**config.mk**
```make
export PLATFORM = sky130hd
export DESIGN_NAME = sdram_port_arbiter
export DESIGN_NICKNAME = d
export VERILOG_FILES = /design/src/rtl/sdram_arb_pkg.sv /design/src/rtl/sdram_rr_arbiter.sv /design/src/rtl/sdram_port_arbiter.sv
export SDC_FILE = /design/constraint.sdc
export NUM_CORES = 1
export LEC_CHECK = 0
export ABC_AREA = 1
export CAP_MARGIN = 0
export CORE_MARGIN = 5
export CORE_UTILIZATION = 49
export DETAILED_ROUTE_END_ITERATION = 16
export PLACE_DENSITY = 0.81
export SETUP_SLACK_MARGIN = 0.05
export SLEW_MARGIN = 20
export SYNTH_ARGS = -nofsm -noshare
export SYNTH_HDL_FRONTEND = slang
export SYNTH_HIERARCHICAL = 1
export SYNTH_SLANG_ARGS = --single-unit
```
**constraint.sdc**
```tcl
create_clock -name CLK -period 4 [get_ports CLK]
set_input_delay 1 -clock CLK [delete_from_list [all_inputs] [get_ports CLK]]
set_output_delay 1 -clock CLK [all_outputs]
set_load 0.01 [all_outputs]
```
**src/rtl/sdram_arb_pkg.sv**
```systemverilog
// Shared types and constants for the SDRAM port arbiter.
package sdram_arb_pkg;

  typedef enum logic [1:0] {
    StIdle,
    StIssue,
    StWaitDone,
    StAdvance
  } arb_state_e;

  localparam int unsigned DefNumRd   = 2;
  localparam int unsigned DefNumWr   = 2;
  localparam int unsigned DefAsize   = 23;
  localparam int unsigned DefLenW    = 9;
  localparam int unsigned DefUsedwW  = 16;

  // Round-robin pointer value after reset: port 0 searched first.
  localparam int unsigned RrPtrReset = 0;

endpackage

```
**src/rtl/sdram_rr_arbiter.sv**
```systemverilog
// Combinational round-robin arbiter: one-hot grant to the first requester at or after ptr_i.
module sdram_rr_arbiter #(
  parameter  int unsigned N  = 2,
  localparam int unsigned PW = (N > 1) ? $clog2(N) : 1
) (
  input  logic [N-1:0]  req_i,
  input  logic [PW-1:0] ptr_i,
  output logic [N-1:0]  gnt_o
);

  logic [PW-1:0] idx;

  // Walk from the farthest offset down so the nearest requester is the last writer.
  always_comb begin
    gnt_o = '0;
    idx   = '0;
    for (int i = int'(N) - 1; i >= 0; i--) begin
      idx = PW'((int'(ptr_i) + i) % int'(N));
      if (req_i[idx]) begin
        gnt_o      = '0;
        gnt_o[idx] = 1'b1;
      end
    end
  end

endmodule

```
**src/rtl/sdram_port_arbiter.sv**
```systemverilog
// Arbitrates burst requests from multiple read/write FIFO ports onto one SDRAM controller core.
module sdram_port_arbiter
  import sdram_arb_pkg::*;
#(
  parameter int unsigned NUM_RD     = DefNumRd,
  parameter int unsigned NUM_WR     = DefNumWr,
  parameter int unsigned ASIZE      = DefAsize,
  parameter int unsigned LEN_W      = DefLenW,
  parameter int unsigned USEDW_W    = DefUsedwW,
  parameter int unsigned READ_FIRST = 1
) (
  input  logic                        CLK,
  input  logic                        RESET,
  input  logic [NUM_RD*ASIZE-1:0]     RD_ADDR,
  input  logic [NUM_RD*ASIZE-1:0]     RD_MAX_ADDR,
  input  logic [NUM_RD*LEN_W-1:0]     RD_LENGTH,
  input  logic [NUM_RD-1:0]           RD_LOAD,
  input  logic [NUM_RD*USEDW_W-1:0]   RD_WUSEDW,
  input  logic [NUM_WR*ASIZE-1:0]     WR_ADDR,
  input  logic [NUM_WR*ASIZE-1:0]     WR_MAX_ADDR,
  input  logic [NUM_WR*LEN_W-1:0]     WR_LENGTH,
  input  logic [NUM_WR-1:0]           WR_LOAD,
  input  logic [NUM_WR*USEDW_W-1:0]   WR_RUSEDW,
  output logic                        REQ,
  output logic                        REQ_WRITE,
  output logic [ASIZE-1:0]            REQ_ADDR,
  output logic [LEN_W-1:0]            REQ_LENGTH,
  input  logic                        REQ_ACK,
  input  logic                        REQ_DONE,
  output logic [NUM_RD-1:0]           RD_MASK,
  output logic [NUM_WR-1:0]           WR_MASK,
  output logic                        BUSY
);

  localparam int unsigned NTOT = NUM_RD + NUM_WR;
  localparam int unsigned RPW  = (NUM_RD > 1) ? $clog2(NUM_RD) : 1;
  localparam int unsigned WPW  = (NUM_WR > 1) ? $clog2(NUM_WR) : 1;
  localparam int unsigned NPW  = $clog2(NTOT);
  localparam int unsigned IW   = (RPW > WPW) ? RPW : WPW;

  arb_state_e state_q, state_d;
  logic req_q, req_d, req_write_q, req_write_d, busy_q, busy_d;
  logic load_seen_q, load_seen_d;
  logic [ASIZE-1:0]  req_addr_q, req_addr_d;
  logic [LEN_W-1:0]  req_length_q, req_length_d;
  logic [NUM_RD-1:0] rd_mask_q, rd_mask_d;
  logic [NUM_WR-1:0] wr_mask_q, wr_mask_d;
  logic [RPW-1:0]    rd_ptr_q, rd_ptr_d;
  logic [WPW-1:0]    wr_ptr_q, wr_ptr_d;
  logic [NPW-1:0]    ring_ptr_q, ring_ptr_d;
  logic [IW-1:0]     gnt_idx_q, gnt_idx_d;
  logic [ASIZE-1:0]  rd_addr_q [NUM_RD];
  logic [ASIZE-1:0]  rd_addr_d [NUM_RD];
  logic [ASIZE-1:0]  wr_addr_q [NUM_WR];
  logic [ASIZE-1:0]  wr_addr_d [NUM_WR];

  logic [ASIZE-1:0]   rd_start [NUM_RD];
  logic [ASIZE-1:0]   rd_max   [NUM_RD];
  logic [LEN_W-1:0]   rd_len   [NUM_RD];
  logic [USEDW_W-1:0] rd_used  [NUM_RD];
  logic [ASIZE-1:0]   wr_start [NUM_WR];
  logic [ASIZE-1:0]   wr_max   [NUM_WR];
  logic [LEN_W-1:0]   wr_len   [NUM_WR];
  logic [USEDW_W-1:0] wr_used  [NUM_WR];

  logic [NUM_RD-1:0] rd_elig, rd_gnt, rd_sel;
  logic [NUM_WR-1:0] wr_elig, wr_gnt, wr_sel;
  logic [NTOT-1:0]   ring_req, ring_gnt;
  logic [RPW-1:0]    rd_idx;
  logic [WPW-1:0]    wr_idx;
  logic              gnt_load;

  function automatic logic [ASIZE-1:0] next_addr(input logic [ASIZE-1:0] addr,
                                                 input logic [ASIZE-1:0] max_addr,
                                                 input logic [ASIZE-1:0] start,
                                                 input logic [LEN_W-1:0] len);
    logic [ASIZE:0] len_x, limit;
    len_x = (ASIZE+1)'(len);
    limit = {1'b0, max_addr} - len_x;
    if ({1'b0, addr} < limit) next_addr = addr + ASIZE'(len);
    else                      next_addr = start;
  endfunction

  always_comb begin
    for (int i = 0; i < NUM_RD; i++) begin
      rd_start[i] = RD_ADDR[i*ASIZE +: ASIZE];
      rd_max[i]   = RD_MAX_ADDR[i*ASIZE +: ASIZE];
      rd_len[i]   = RD_LENGTH[i*LEN_W +: LEN_W];
      rd_used[i]  = RD_WUSEDW[i*USEDW_W +: USEDW_W];
      rd_elig[i]  = (rd_len[i] != '0) && (32'(rd_used[i]) < 32'(rd_len[i])) && !RD_LOAD[i];
    end
    for (int j = 0; j < NUM_WR; j++) begin
      wr_start[j] = WR_ADDR[j*ASIZE +: ASIZE];
      wr_max[j]   = WR_MAX_ADDR[j*ASIZE +: ASIZE];
      wr_len[j]   = WR_LENGTH[j*LEN_W +: LEN_W];
      wr_used[j]  = WR_RUSEDW[j*USEDW_W +: USEDW_W];
      wr_elig[j]  = (wr_len[j] != '0) && (32'(wr_used[j]) >= 32'(wr_len[j])) && !WR_LOAD[j];
    end
  end

  assign ring_req = {wr_elig, rd_elig};

  sdram_rr_arbiter #(.N(NUM_RD)) u_rd_arb (.req_i(rd_elig),  .ptr_i(rd_ptr_q),   .gnt_o(rd_gnt));
  sdram_rr_arbiter #(.N(NUM_WR)) u_wr_arb (.req_i(wr_elig),  .ptr_i(wr_ptr_q),   .gnt_o(wr_gnt));
  sdram_rr_arbiter #(.N(NTOT))   u_ring   (.req_i(ring_req), .ptr_i(ring_ptr_q), .gnt_o(ring_gnt));

  always_comb begin
    rd_sel = '0;
    wr_sel = '0;
    if (READ_FIRST != 0) begin
      if (|rd_elig) rd_sel = rd_gnt;
      else          wr_sel = wr_gnt;
    end else begin
      rd_sel = ring_gnt[NUM_RD-1:0];
      wr_sel = ring_gnt[NTOT-1:NUM_RD];
    end
    rd_idx = '0;
    for (int i = 0; i < NUM_RD; i++) if (rd_sel[i]) rd_idx = RPW'(i);
    wr_idx = '0;
    for (int j = 0; j < NUM_WR; j++) if (wr_sel[j]) wr_idx = WPW'(j);
    gnt_load = 1'b0;
    for (int i = 0; i < NUM_RD; i++)
      if (!req_write_q && gnt_idx_q == IW'(i) && RD_LOAD[i]) gnt_load = 1'b1;
    for (int j = 0; j < NUM_WR; j++)
      if (req_write_q && gnt_idx_q == IW'(j) && WR_LOAD[j]) gnt_load = 1'b1;
  end

  always_comb begin
    state_d      = state_q;
    req_d        = req_q;
    req_write_d  = req_write_q;
    req_addr_d   = req_addr_q;
    req_length_d = req_length_q;
    rd_mask_d    = rd_mask_q;
    wr_mask_d    = wr_mask_q;
    rd_ptr_d     = rd_ptr_q;
    wr_ptr_d     = wr_ptr_q;
    ring_ptr_d   = ring_ptr_q;
    gnt_idx_d    = gnt_idx_q;
    load_seen_d  = load_seen_q;

    unique case (state_q)
      StIdle: begin
        load_seen_d = 1'b0;
        if (|rd_sel) begin
          state_d      = StIssue;
          req_d        = 1'b1;
          req_write_d  = 1'b0;
          req_addr_d   = rd_addr_q[rd_idx];
          req_length_d = rd_len[rd_idx];
          rd_mask_d    = rd_sel;
          wr_mask_d    = '0;
          gnt_idx_d    = IW'(rd_idx);
          rd_ptr_d     = RPW'((int'(rd_idx) + 1) % int'(NUM_RD));
          ring_ptr_d   = NPW'((int'(rd_idx) + 1) % int'(NTOT));
        end else if (|wr_sel) begin
          state_d      = StIssue;
          req_d        = 1'b1;
          req_write_d  = 1'b1;
          req_addr_d   = wr_addr_q[wr_idx];
          req_length_d = wr_len[wr_idx];
          rd_mask_d    = '0;
          wr_mask_d    = wr_sel;
          gnt_idx_d    = IW'(wr_idx);
          wr_ptr_d     = WPW'((int'(wr_idx) + 1) % int'(NUM_WR));
          ring_ptr_d   = NPW'((int'(NUM_RD) + int'(wr_idx) + 1) % int'(NTOT));
        end
      end
      StIssue: begin
        load_seen_d = load_seen_q | gnt_load;
        if (REQ_ACK) begin
          req_d   = 1'b0;
          state_d = StWaitDone;
        end
      end
      StWaitDone: begin
        load_seen_d = load_seen_q | gnt_load;
        if (REQ_DONE) begin
          state_d   = StAdvance;
          rd_mask_d = '0;
          wr_mask_d = '0;
        end
      end
      StAdvance: begin
        load_seen_d = 1'b0;
        state_d     = StIdle;
      end
      default: state_d = StIdle;
    endcase

    // A reload seen any time during the burst suppresses the post-burst advance.
    for (int i = 0; i < NUM_RD; i++) begin
      rd_addr_d[i] = rd_addr_q[i];
      if (RD_LOAD[i]) begin
        rd_addr_d[i] = rd_start[i];
      end else if (state_q == StAdvance && !req_write_q && gnt_idx_q == IW'(i)) begin
        rd_addr_d[i] = load_seen_q ? rd_start[i]
                                   : next_addr(rd_addr_q[i], rd_max[i], rd_start[i], rd_len[i]);
      end
    end
    for (int j = 0; j < NUM_WR; j++) begin
      wr_addr_d[j] = wr_addr_q[j];
      if (WR_LOAD[j]) begin
        wr_addr_d[j] = wr_start[j];
      end else if (state_q == StAdvance && req_write_q && gnt_idx_q == IW'(j)) begin
        wr_addr_d[j] = load_seen_q ? wr_start[j]
                                   : next_addr(wr_addr_q[j], wr_max[j], wr_start[j], wr_len[j]);
      end
    end

    busy_d = (state_d != StIdle);
  end

  always_ff @(posedge CLK) begin
    if (RESET) begin
      state_q      <= StIdle;
      req_q        <= 1'b0;
      req_write_q  <= 1'b0;
      req_addr_q   <= '0;
      req_length_q <= '0;
      rd_mask_q    <= '0;
      wr_mask_q    <= '0;
      busy_q       <= 1'b0;
      load_seen_q  <= 1'b0;
      gnt_idx_q    <= '0;
      rd_ptr_q     <= RPW'(RrPtrReset);
      wr_ptr_q     <= WPW'(RrPtrReset);
      ring_ptr_q   <= NPW'(RrPtrReset);
      for (int i = 0; i < NUM_RD; i++) rd_addr_q[i] <= rd_start[i];
      for (int j = 0; j < NUM_WR; j++) wr_addr_q[j] <= wr_start[j];
    end else begin
      state_q      <= state_d;
      req_q        <= req_d;
      req_write_q  <= req_write_d;
      req_addr_q   <= req_addr_d;
      req_length_q <= req_length_d;
      rd_mask_q    <= rd_mask_d;
      wr_mask_q    <= wr_mask_d;
      busy_q       <= busy_d;
      load_seen_q  <= load_seen_d;
      gnt_idx_q    <= gnt_idx_d;
      rd_ptr_q     <= rd_ptr_d;
      wr_ptr_q     <= wr_ptr_d;
      ring_ptr_q   <= ring_ptr_d;
      for (int i = 0; i < NUM_RD; i++) rd_addr_q[i] <= rd_addr_d[i];
      for (int j = 0; j < NUM_WR; j++) wr_addr_q[j] <= wr_addr_d[j];
    end
  end

  assign REQ        = req_q;
  assign REQ_WRITE  = req_write_q;
  assign REQ_ADDR   = req_addr_q;
  assign REQ_LENGTH = req_length_q;
  assign RD_MASK    = rd_mask_q;
  assign WR_MASK    = wr_mask_q;
  assign BUSY       = busy_q;

endmodule

```
==> results of run 1 <==
through the flow:
step	setup slack, ps	power [uW]	cells
2_1_floorplan	27.0	3540	2289
3_3_place_gp	-687	4670	3236
3_5_place_dp	-896	4790	3236
4_1_cts	42.0	6630	3305
5_1_grt	-269	7350	3336
6_report	-151	7000	3338
state kept, by name, summed over array words and instances, names as in the netlist, 2 cells and up:
signal      count
rd_addr_q      46
wr_addr_q      46
REQ_ADDR       23
REQ_LENGTH      9
RD_MASK         2
WR_MASK         2
state_q         2
power by group through the flow:
stage | Clock (uW) | Combinational, uW | Sequential [uW]
2_1_floorplan | 0 | 1610 | 1920
3_5_place_dp | 0 | 2780 | 2010
5_1_grt | 1770 | 3570 | 2010
6_report | 1720 | 3280 | 2000
3_3_place_gp | 0 | 2670 | 2000
4_1_cts | 1700 | 2950 | 1980
worst min-delay path, delay by kind of cell, from the launching register on:
kind / cells / cell delay (ps)
compound gates: 1 / 50
buf+inv: 1 / 60
flops: 1 / 340
per-layer routing:
metal / share of wire [%] / wire length (um) / track usage [%]
met5: 0.021 / 14 / 0
met4: 6.6 / 4310 / 16.0
met3: 9.6 / 6260 / 6.32
met2: 46 / 30400 / 54.6
met1: 37 / 24500 / 39.4
cells in the final DEF (no fill, tap or decap), types with 25 or more instances in the layout:
cell | synthesis | final
nand2_1 | 468 | 398
clkdlybuf4s50_1 | 0 | 261
inv_1 | 309 | 259
buf_4 | 8 | 248
nor2_1 | 257 | 244
ha_1 | 194 | 162
nand3_1 | 146 | 124
xor2_1 | 108 | 105
a21oi_1 | 118 | 96
edfxtp_1 | 92 | 92
o21ai_0 | 108 | 88
nand4_1 | 67 | 67
nand2_2 | 14 | 62
o21ai_2 | 49 | 60
inv_2 | 7 | 49
xnor2_1 | 51 | 46
dfxtp_1 | 45 | 45
nor3_1 | 46 | 38
ha_4 | 0 | 29
nand2_4 | 4 | 27
nand3_2 | 7 | 26
clkbuf_16 | 0 | 26
dlygate4sd2_1 | 0 | 25
worst min path at each step:
| stage | from | to |
|---|---|---|
| 2_1_floorplan | rd_ptr_q | rd_ptr_q |
| 3_3_place_gp | rd_ptr_q | rd_ptr_q |
| 3_5_place_dp | wr_ptr_q | wr_ptr_q |
| 4_1_cts | wr_ptr_q | wr_ptr_q |
| 5_1_grt | rd_ptr_q | rd_ptr_q |
| 6_report | rd_ptr_q | rd_ptr_q |
cells by family (layout without fill, tap and decap cells):
kind of cell | count (synthesis) | after routing | share of synthesized area (%)
buf+inv | 374 | 974 | 9.64
other cells | 0 | 2 | 0
simple gates | 1077 | 1082 | 30.1
xor+xnor | 159 | 159 | 8.64
fa+ha+maj | 202 | 202 | 16.1
flops | 137 | 137 | 22.7
compound gates | 340 | 340 | 12.8
layout make-up:
type / instances / area, um2
inverter: 317 / 1220
sequential: 137 / 3660
clock buffer: 22 / 539
multi-input combinational: 1783 / 12300
timing repair buffer: 625 / 5850
antenna: 2 / 5.00
clock inverter: 10 / 90.1
tap: 442 / 553
fill: 2271 / 8350
timing repair:
item / in CTS / in global routing
setup buffers: 29 / 23
endpoints found under the setup margin: 92 / 99
gates resized for setup: 241 / 245
hold buffers: 0 / 0
cloned: 8 / 8
pin swaps: 94 / 134
==> impl_metrics.ini, run 1 <==
[die]
io_pins = 331
rows = 66
core_um2 = 32500
die_w_um = 191
die_h_um = 191
start_util_pct = 49.5
dieArea_um2 = 36600

[logic_synthesis]
synth_commonest_cells = 468 x nand2_1, 309 x inv_1, 257 x nor2_1
synth_top_area_cell = edfxtp_1
synth_edf_count = 92
ys_seq_area_share_pct = 22.7
yosys_warnings = 6
synthArstFlopShare_pct = 0
ys.flop_type = edfxtp_1
synth_area_leaders = edfxtp_1 17%, ha_1 15%, nand2_1 11%
synth_nets = 2783
synthCells = 2289
yosys.cell_types.count = 60
yosysMostFrequentCell = nand2_1
ys_ff_latch = 137
syn_area_um2 = 16100
syn_area_per_cell_um2 = 7.04
synth_top_area_share_pct = 17.1

[place]
placed_area_um2 = 21600
gp_congestion = 1.00
place_hpwl_um = 47800
numPortBuffers = 330

[setup_path]
critical_path.top_delay_family = simple AND/OR/NAND/NOR gates
r2r-start = wr_addr_q[1][3]
ff2ff_path_depth = 14
crit_start = RD_MAX_ADDR[31]
reg2reg_to = wr_addr_q[1][19]
worstSetupPathType = in -> reg
required_ps = 4180
end_kind = flop
worstPathCellList = clkdlybuf4s50_1 > ha_1 > a21o_1 > nor2_2 > nand2_2 > nor3_2 > buf_4 > nand3_1 > xor2_1 > ha_1 > a21oi_1 > nand3b_1 > nand3_2 > nor2_4 > nand3b_4 > buf_12 > nand2_1 > nand2_1
worstPathArrival_ps = 4330
path_depth = 18
start_kind = input port
crit_slowest_cell = clkdlybuf4s50_1
crit_end = rd_addr_q[1][0]
path_max_fanout = 6
r2r_slack_ps = 1130
cp_num_buf_inv = 3
slowest_delay_ps = 410

[route]
ant_nets = 0
drt_iter0_drc = 1925
drc = 0
drt-total-wl_um = 65500
vias_per_cell = 5.72
num_vias = 19100
dr.pass1.iters = 7
wire_per_inst_um = 19.6

[run_status]
status = complete, but fails checks
violations = negative setup slack

[timing]
finalHoldViolations = 0
skew_ps = 12.3
slew_headroom_pct = 45.5
tns_ps = -2390
worstMarginPinSlew_ps = 814
hold_ws_ps = 482
setup_viol_count_final = 23
max_freq_mhz = 241
fin_ws_ps = -151
rsz0062_at_grt = yes
post-route-min-period_ps = 4150
period_share_pct = 104
slew_violations = 0

[global_routing]
antenna_found_initial = 2
grt_overflow_total = 0
grt_pass1_vias = 18400
grt_use_total_pct = 32.3
grt_max_degree = 34
grt_pass1_wl_um = 94600

[pwr]
seqPwrFrac_pct = 28.5
combPwrFrac_pct = 46.9
vdd_drop_max_v = 0.000248
leakage_uw = 0.0113
p_int_uw = 4230
pwr-share-clk_pct = 24.6
p_per_area_nw_per_um2 = 290
p_sw_uw = 2770
switching_share_pct = 39.6

[clock_tree]
clockRootBuffer = clkbuf_16
tritoncts = yes
clock_latency_ps = 440
clock_sink_count = 137
clock_path_buffers = 2
h-tree-depth = 4
clkSlewWorstSetupHoldPaths_ps = 70
numCtsBuffers = 17

[worst_hold_path]
hold-path-cell-count = 2
hp-class = reg -> reg

[job]
maxCapViolCount = 0

[finish]
finalInstanceArea_um2 = 24200
nets = 3375
drive_gt1_share_pct = 25.3
utilization_pct = 74.4
syn_to_final_growth_pct = 50.1
(Power assumes the default switching activity.)
==> run 2: changes to the inputs <==
--- a/config.mk
+++ b/config.mk
@@ -9,9 +9,11 @@
 export CAP_MARGIN = 0
 export CORE_MARGIN = 5
 export CORE_UTILIZATION = 49
+export CTS_BUF_LIST = sky130_fd_sc_hd__clkbuf_8
 export DETAILED_ROUTE_END_ITERATION = 16
 export PLACE_DENSITY = 0.81
 export SETUP_SLACK_MARGIN = 0.05
+export SKIP_LAST_GASP = 1
 export SLEW_MARGIN = 20
 export SYNTH_ARGS = -nofsm -noshare
 export SYNTH_HDL_FRONTEND = slang
==> constraint.sdc (replaced) <==
create_clock -name CLK -period 4 [get_ports CLK]
set_input_delay 0.4 -clock CLK [delete_from_list [all_inputs] [get_ports CLK]]
set_output_delay 0.4 -clock CLK [all_outputs]
set_load 0.01 [all_outputs]
==> run 2 against run 1 <==
  * The run now ends clean
  * Clock power down 30%
  * Non-clock buffer count fell by 162
  * Global-route usage shrank 3.7 points
  * Final cell count down 5.0%
  * Sequential power about the same
  * Design area decreased by 12%
  * Power decreased by 15%
  * Utilization shrank 9.0 points
  * First-iteration DRC count is 32% lower
==> impl_metrics.ini, run 2 (synthesis results as in run 1) <==
[finish]
syn_to_final_growth_pct = 31.9
regArea_um2 = 3660
utilization_pct = 65.3
diodes = 0
drive_gt1_share_pct = 10.7
nets = 3210
final_common_cell = nand2_1
multi_input_area_um2 = 11000
n_fill_cell = 2859
final_cell_mix = 467 x nand2_1, 327 x clkdlybuf4s50_1, 312 x inv_1

[timing]
max_freq_mhz = 268
setup_viol_count_final = 0
slew_headroom_pct = 30.7
rsz0062_at_grt = yes
period_share_pct = 93.1
skew_ps = 24.7
hold_ws_ps = 487
worstMarginPinSlew_ps = 1040
slew_violations = 0
post-route-min-period_ps = 3720
finalHoldViolations = 0

[pwr]
seqPwrFrac_pct = 33.5
vdd_drop_max_v = 0.000212
switching_share_pct = 39.3
leakage_uw = 0.0101
p_sw_uw = 2320
p_int_uw = 3600
combPwrFrac_pct = 46.1
p_per_area_nw_per_um2 = 279
pwr-share-clk_pct = 20.4
fin_total_pwr_uw = 5920

[die]
io_pins = 331
dieArea_um2 = 36600
start_util_pct = 49.5
die_w_um = 191
core_um2 = 32500
rows = 66
die_h_um = 191

[run_status]
status = completed

[route]
vias_per_cell = 5.40
drc = 0
ant_nets = 0
drt-total-wl_um = 54800
wire_per_inst_um = 17.3
drt_iter0_drc = 1306
dr.pass1.iters = 6
num_vias = 17100

[global_routing]
grt_use_total_pct = 28.7
grt_overflow_total = 0
grt_max_degree = 39
antenna_found_initial = 0
grt_pass1_wl_um = 84000
grt_pass1_vias = 16600

[worst_hold_path]
hp-class = reg -> reg

[clock_tree]
clock_latency_ps = 470
clock_path_buffers = 2
h-tree-depth = 4
numCtsBuffers = 17
clockRootBuffer = clkbuf_8
clkSlewWorstSetupHoldPaths_ps = 80
clock_sink_count = 137
tritoncts = yes

[job]
maxCapViolCount = 0

[setup_path]
required_ps = 4220
worstSetupPathType = in -> reg
start_kind = input port
path_max_fanout = 14
end_kind = flop
worstPathArrival_ps = 3950

[place]
gp_congestion = 1.00
numPortBuffers = 330
place_hpwl_um = 45900
-- run 2: layer usage --
layer,track usage (%),vias to the layer above,part of all wire [%]
li1,-,8466,-
met1,36.2,7811,41
met2,48.1,728,46
met3,5.90,129,9.2
met4,11.3,0,4.1
met5,0,-,0
-- run 2: path summary, 6_finish.rpt --
kind                       to  cells past startpoint  slack (ps)             from
min                  rd_ptr_q                      2         490         rd_ptr_q
max reg2reg  wr_addr_q[0][20]                     12        1010  wr_addr_q[0][0]
max          rd_addr_q[1][13]                     25         280     RD_LENGTH[9]
min reg2reg          rd_ptr_q                      2         490         rd_ptr_q
-- run 2: worst max-delay path, stage by stage --
cell and delay [ps]:
clkdlybuf4s50_1 490, ha_1 150, inv_1 60, fa_1 400, a21oi_1 140, o21ai_1 110
a21oi_2 200, nor2_1 60, nor2_1 170, nand2_1 110, inv_1 80, nand2_1 60
xor2_1 140, ha_1 270, nand2_1 70, or2_2 290, nand2_1 60, nand4_1 120
inv_1 80, nor2_2 50, nand3b_4 100, buf_12 140, nand2_1 60, nand2_1 70
inv_1 40
-- run 2: power groups by stage --
stage               Combinational (uW)  Clock (uW)  Sequential [uW]
global placement                  2560           0             2000
CTS                               2670        1210             1970
detailed placement                2660           0             2000
global route                      3040        1270             2000
floorplan                         1600           0             1920
finish                            2730        1210             1980
-- run 2: what timing repair did --
action                                 CTS  global route
resized for setup                        0            16
setup endpoints to repair                0            53
endpoints found under the hold margin    0             0
hold buffers                             0             0
setup buffers                            0             7
-- run 2: stage by stage --
stage	TNS (ps)	worst slack, ps	instances	cell area, um2
5_1_grt	0	1.46	3171	21300
4_1_cts	0	208	3162	21100
2_1_floorplan	0	458	2289	16100
3_5_place_dp	-12040	-260	3130	20700
3_3_place_gp	-3460	-130	3130	20700
6_report	0	276	3171	21300
-- run 2: layout make-up --
class                           count  share of cell area, %
Multi-Input combinational cell   1780                   51.8
Clock inverter                     15                  0.765
Timing Repair Buffer              463                   20.9
Sequential cell                   137                   17.2
Tap cell                          442                   2.60
Clock buffer                       17                   1.10
Inverter                          317                   5.60
